<file path="config.mk">
export PLATFORM = sky130hd
export DESIGN_NAME = result_streamer
export DESIGN_NICKNAME = d
export VERILOG_FILES = /design/src/rtl/result_streamer.sv
export SDC_FILE = /design/constraint.sdc
export NUM_CORES = 1
export LEC_CHECK = 0
export BUFFER_PORTS_ARGS = -buffer_cell sky130_fd_sc_hd__buf_2
export CORE_ASPECT_RATIO = 0.5
export CORE_MARGIN = 4
export CORE_UTILIZATION = 55
export CTS_CLUSTER_SIZE = 20
export DETAILED_ROUTE_END_ITERATION = 16
export PLACE_DENSITY_LB_ADDON = 0.3
export SLEW_MARGIN = 20
export SYNTH_ARGS = -nofsm -noshare
export SYNTH_HDL_FRONTEND = slang
export SYNTH_SLANG_ARGS = --single-unit
</file>
<file path="constraint.sdc">
create_clock -name clk -period 7.75 [get_ports clk]
set_clock_uncertainty 0.15 [all_clocks]
set_input_delay 0 -clock clk [delete_from_list [all_inputs] [get_ports clk]]
set_output_delay 0 -clock clk [all_outputs]
set_load 0.02 [all_outputs]
</file>
<file path="src/rtl/result_streamer.sv">
// Streams the downscaled image and then the counter block from shared memory as bytes over valid/ready.
// First byte is valid RD_LAT+1 cycles after start; reads are credit-limited so m_ready stalls never drop returning data.
module result_streamer #(
  parameter logic [18:0] OUT_BASE   = 19'h40000,
  parameter logic [18:0] STAT_BASE  = 19'h58000,
  parameter int          STAT_BYTES = 6,
  parameter int          RD_LAT     = 2,
  parameter int          FIFO_DEPTH = 4
) (
  input  logic        clk,
  input  logic        aclr,
  input  logic        start,
  input  logic [15:0] cfg_width,
  input  logic [15:0] cfg_height,
  output logic        busy,
  output logic        done,
  output logic        mem_re,
  output logic [18:0] mem_addr,
  input  logic        mem_gnt,
  input  logic [7:0]  mem_data_in,
  output logic        m_valid,
  output logic [7:0]  m_data,
  output logic        m_last,
  input  logic        m_ready
);

  localparam int AW = (FIFO_DEPTH > 1) ? $clog2(FIFO_DEPTH) : 1;
  localparam int CW = $clog2(FIFO_DEPTH + 1);
  localparam logic [AW-1:0] LAST_SLOT = AW'(FIFO_DEPTH - 1);
  localparam logic [CW-1:0] DEPTH_C   = CW'(FIFO_DEPTH);

  typedef enum logic [1:0] {IDLE, STREAM, DRAIN, DONE} state_t;
  state_t state, state_nxt;

  logic [31:0]       img_n, total, issued, sent;
  logic [31:0]       img_n_nxt, total_nxt, issued_nxt, sent_nxt, stat_off;
  logic [CW-1:0]     occ, occ_nxt, cnt;
  logic [AW-1:0]     wr_ptr, rd_ptr;
  logic [7:0]        fifo_mem [FIFO_DEPTH];
  logic [RD_LAT-1:0] vld_sr;
  logic              launch, push, pop;
  logic              mem_re_nxt;
  logic [18:0]       mem_addr_nxt;

  assign launch  = mem_re && mem_gnt;
  assign push    = vld_sr[RD_LAT-1];
  assign m_valid = (cnt != '0);
  assign pop     = m_valid && m_ready;
  assign m_data  = fifo_mem[rd_ptr];
  assign m_last  = m_valid && (sent == total - 32'd1);
  assign busy    = (state == STREAM) || (state == DRAIN);
  assign done    = (state == DONE);

  always_comb begin
    state_nxt  = state;
    img_n_nxt  = img_n;
    total_nxt  = total;
    issued_nxt = issued + 32'(launch);
    sent_nxt   = sent + 32'(pop);
    // occ counts FIFO entries plus reads in flight; a free slot is a credit
    occ_nxt    = occ + CW'(launch) - CW'(pop);
    case (state)
      IDLE: begin
        if (start) begin
          state_nxt  = STREAM;
          img_n_nxt  = 32'(cfg_width >> 1) * 32'(cfg_height >> 1);
          total_nxt  = img_n_nxt + 32'(STAT_BYTES);
          issued_nxt = '0;
          sent_nxt   = '0;
        end
      end
      STREAM:  if (issued_nxt == total) state_nxt = DRAIN;
      DRAIN:   if (sent_nxt == total) state_nxt = DONE;
      DONE:    state_nxt = IDLE;
      default: state_nxt = IDLE;
    endcase

    stat_off     = issued_nxt - img_n_nxt;
    mem_addr_nxt = (issued_nxt < img_n_nxt) ? OUT_BASE + issued_nxt[18:0]
                                            : STAT_BASE + stat_off[18:0];
    mem_re_nxt   = (state_nxt == STREAM) && (issued_nxt < total_nxt) && (occ_nxt < DEPTH_C);
    if (state == STREAM && !mem_gnt) begin
      mem_re_nxt   = mem_re;
      mem_addr_nxt = mem_addr;
    end
  end

  always_ff @(posedge clk or posedge aclr) begin
    if (aclr) begin
      state    <= IDLE;
      img_n    <= '0;
      total    <= '0;
      issued   <= '0;
      sent     <= '0;
      occ      <= '0;
      cnt      <= '0;
      wr_ptr   <= '0;
      rd_ptr   <= '0;
      vld_sr   <= '0;
      mem_re   <= 1'b0;
      mem_addr <= '0;
      for (int i = 0; i < FIFO_DEPTH; i++) fifo_mem[i] <= '0;
    end else begin
      state    <= state_nxt;
      img_n    <= img_n_nxt;
      total    <= total_nxt;
      issued   <= issued_nxt;
      sent     <= sent_nxt;
      occ      <= occ_nxt;
      mem_re   <= mem_re_nxt;
      mem_addr <= mem_addr_nxt;
      vld_sr   <= (vld_sr << 1) | RD_LAT'(launch);
      cnt      <= cnt + CW'(push) - CW'(pop);
      if (push) begin
        fifo_mem[wr_ptr] <= mem_data_in;
        wr_ptr <= (wr_ptr == LAST_SLOT) ? '0 : wr_ptr + 1'b1;
      end
      if (pop) rd_ptr <= (rd_ptr == LAST_SLOT) ? '0 : rd_ptr + 1'b1;
    end
  end

endmodule

</file>
==> metrics.md <==
| Metric | Value |
|---|---|
| Clock tree buffer depth | 2 |
| Post-DP HPWL | 46.0 mm |
| ANT cells | 0 |
| Remaining DRCs | 0 |
| Largest area contributor in the netlist | dfrtp_1 |
| Crit. End Element | flip-flop |
| Initial Utilization | 56.1% |
| Std cell rows | 51 |
| Vias in the first global route | 18.1k |
| Worst Reg-to-Reg Cells | 18 |
| Mean Syn Cell Area | 8.78 um^2 |
| Gr ovfl total | 0 |
| Netlist cell types | 89 |
| Worst setup path category | input port to flip-flop |
| RSZ-0062 raised after global routing | yes |
| F_max | 0.126 GHz |
| Crit-path max FO | 6 |
| Max-cap violations | 0 |
| Area Overhead vs Synth | 17.3% |
| Largest cells by area after synthesis | dfrtp_1 22%, fa_1 16%, ha_1 11% |
| Tcrit/Tclk final | 102% |
| Status | complete, but fails checks |
| Critical path endpoint | mem_re$_DFFE_PP0N_ |
| Vias per cell | 5.63 |
| Slowest cell on crit path | fa_1 |
| Port bufs | 74 |
| Max-slew headroom at the worst pin | 36.3% |
| # setup viols final | 1 |
| GPL Wtd Cong | 0.955 |
| Register Area | 0.00485 mm^2 |
| Share of cells above drive strength 1 | 18.5% |
| 1st-pass router iterations | 5 |
| Syn. warnings | 0 |
| Core Area | 0.0392 mm^2 |
| Fin crit period | 7910 ps |
| Slew Viols, Final | 0 |
| Initial antenna violation count | 0 |
| Largest stage delay on the critical path | 540 ps |
| Post-Synthesis Net Count | 2923 |
| Overall routing resource usage | 26.6% |
| Most common flop cell mapped by yosys | dfrtp_1 |
| Final worst slack | -159 ps |
| Worst-path clk slew | 80 ps |
| Worst slew pin tran | 956 ps |
| DIE AREA | 0.0435 mm^2 |
| Cell Area, Synth | 0.0220 mm^2 |
| Clock Sinks | 194 |
| Final Net Count | 3138 |
| Total wire length | 58.3 mm |
| Die H | 149 um |
| Top Ports | 77 |
| Htree depth | 4 |
| Layout fillers | 3188 |
| Post-place setup slack | -829 ps |
| Routed len/inst | 17.9 um |
| Share of the yosys chip area belonging to registers | 22.1% |
| R2r setup slk | 2350 ps |
| Iteration-0 DRC count of the detailed router | 1596 |
| Post-route cell area | 0.0258 mm^2 |
| Post-Syn Instances | 2505 |
| Worst Path Required | 7940 ps |
| FF-to-FF End | mem_addr[17]$_DFFE_PP0N_ |
| CP dominant cell by count | fa_1 |
| CTS buffer count | 17 |
| Post-synthesis register bit count | 194 |
| Async S/R FF share, synth | 100% |
| Chip Width | 291 um |
| Failing checks | setup timing |
| EDFF count, synth | 0 |
| Area fraction of the dominant cell type after synthesis | 22.1% |
| CTS tree | yes |
| Worst reg2reg path startpoint | state[1]$_DFF_PP0_ |
| CTS root buf | clkbuf_16 |
| Setup crit start kind | input port |
| Worst path arrival time | 8100 ps |
| Placed cell areas | 0.0242 mm^2 |
| HP Class | input port to flip-flop |
| Clock latency on the worst-skew pair | 450 ps |
| Area of the multi-input gates | 0.0161 mm^2 |
| Via count | 18.4k |
| Hold Fails Final Rpt | 0 |
| First-pass GRT wire length | 93.8 mm |
| Final ANT Viol Nets | 0 |
| Largest net degree at the start of global routing | 122 |
| Worst setup startpoint | cfg_height[3] |
per-stage QoR:
step | hold slack [ps] | TNS, ps | utilization [%] | std cells
2_1_floorplan | -0.822 | -2410 | - | 2505
3_3_place_gp | 98.0 | -8030 | 61.8 | 3195
3_5_place_dp | 98.7 | -9160 | 61.8 | 3195
4_1_cts | 43.1 | -215 | 63.9 | 3244
5_1_grt | 81.7 | -2430 | 65.9 | 3263
6_report | 53.7 | -159 | 65.9 | 3263
critical path: cells and delay by family:
| kind | cells | cell delay (ps) |
|---|---|---|
| AO/OA/AOI/OAI | 8 | 1560 |
| XOR/XNOR | 1 | 110 |
| adder cells (fa/ha/maj) | 8 | 3390 |
| buffers and inverters | 7 | 410 |
| AND/OR/NAND/NOR | 9 | 2600 |
placed cells by master (no fill, tap or decap), types with 9 or more instances in the layout:
cell type and count:
a21o_1 34, a21oi_1 47, a31oi_1 13, and2_1 141
and2_4 10, and3_1 26, and4_1 9, buf_2 69
buf_4 217, buf_6 18, clkbuf_16 18, dfrtp_1 194
dlygate4sd3_1 12, fa_1 177, ha_1 183, ha_4 12
inv_1 310, inv_2 10, mux2_2 36, mux2i_1 21
nand2_1 282, nand2b_1 15, nand3_1 49, nand4_1 42
nor2_1 137, nor2b_1 9, nor3_1 43, nor3b_1 12
nor4_1 18, o211ai_1 10, o21a_1 21, o21ai_0 77
o21ai_1 9, or3_1 11, or4_1 9, xnor2_1 106
xor2_1 92
cell usage after synthesis, drive strengths merged (22+ instances only):
master    n
a21o     35
a21oi    55
and2    153
and3     27
buf      24
clkbuf  101
dfrtp   194
fa      177
ha      196
inv     321
mux2     39
mux2i    25
nand2   286
nand3    50
nand4    42
nor2    147
nor3     47
o21a     22
o21ai    95
xnor2   109
xor2     96
worst min path at each step:
stage	startpoint	end	slack, ps	depth (start not counted)
6_report	cfg_width[1]	total[0]$_DFF_PP0_	50	4
5_1_grt	cfg_width[1]	total[0]$_DFF_PP0_	80	4
4_1_cts	cfg_width[1]	total[0]$_DFF_PP0_	40	4
3_5_place_dp	aclr	occ[0]$_DFF_PP0_	100	2
3_3_place_gp	aclr	mem_addr[1]$_DFFE_PP0N_	100	2
2_1_floorplan	mem_gnt	vld_sr[0]$_DFF_PP0_	-0.8	2
logic make-up after synthesis:
family,Yosys count,share of synthesized area (%)
simple gates,866,19.9
buf+inv,446,7.75
fa+ha+maj,373,27.3
compound gates,348,10.7
xor+xnor,206,8.35
flops,194,22.1
mux,72,3.95
layout make-up:
cell class | count | area share [%]
multi-input cells | 1865 | 62.3
inverters | 321 | 4.70
repair buffers | 321 | 9.29
clock buffers | 18 | 1.70
well taps | 530 | 2.57
clock inverters | 14 | 0.645
flip-flops and latches | 194 | 18.8
routing by layer:
| layer | vias to the layer above | GRT usage (%) | share of wire (%) | wire (um) |
|---|---|---|---|---|
| met3 | 80 | 3.29 | 5.4 | 3140 |
| met5 | - | 0 | 0 | 0 |
| met1 | 9024 | 37.0 | 45 | 26500 |
| met2 | 520 | 44.8 | 47 | 27200 |
| li1 | 8742 | - | - | - |
| met4 | 0 | 6.30 | 2.5 | 1450 |
repair_timing:
item | 4_1_cts | 5_1_grt
resized for setup | 13 | 130
pin swaps | 10 | 52
gates cloned | 0 | 1
hold buffers | 12 | 0
setup endpoints to repair | 11 | 20
buffers inserted | 5 | 19
hold endpoints to repair | 176 | 0
registers in the layout (all words and copies together) (netlist names):
register and count:
cnt 3, fifo_mem 32, img_n 32, issued 32, mem_addr 19, mem_re 1, occ 3, rd_ptr 2
sent 32, state 2, total 32, vld_sr 2, wr_ptr 2
Power is not shown: default switching activity piles up to over one toggle a cycle in this logic, so the estimate is an artifact.
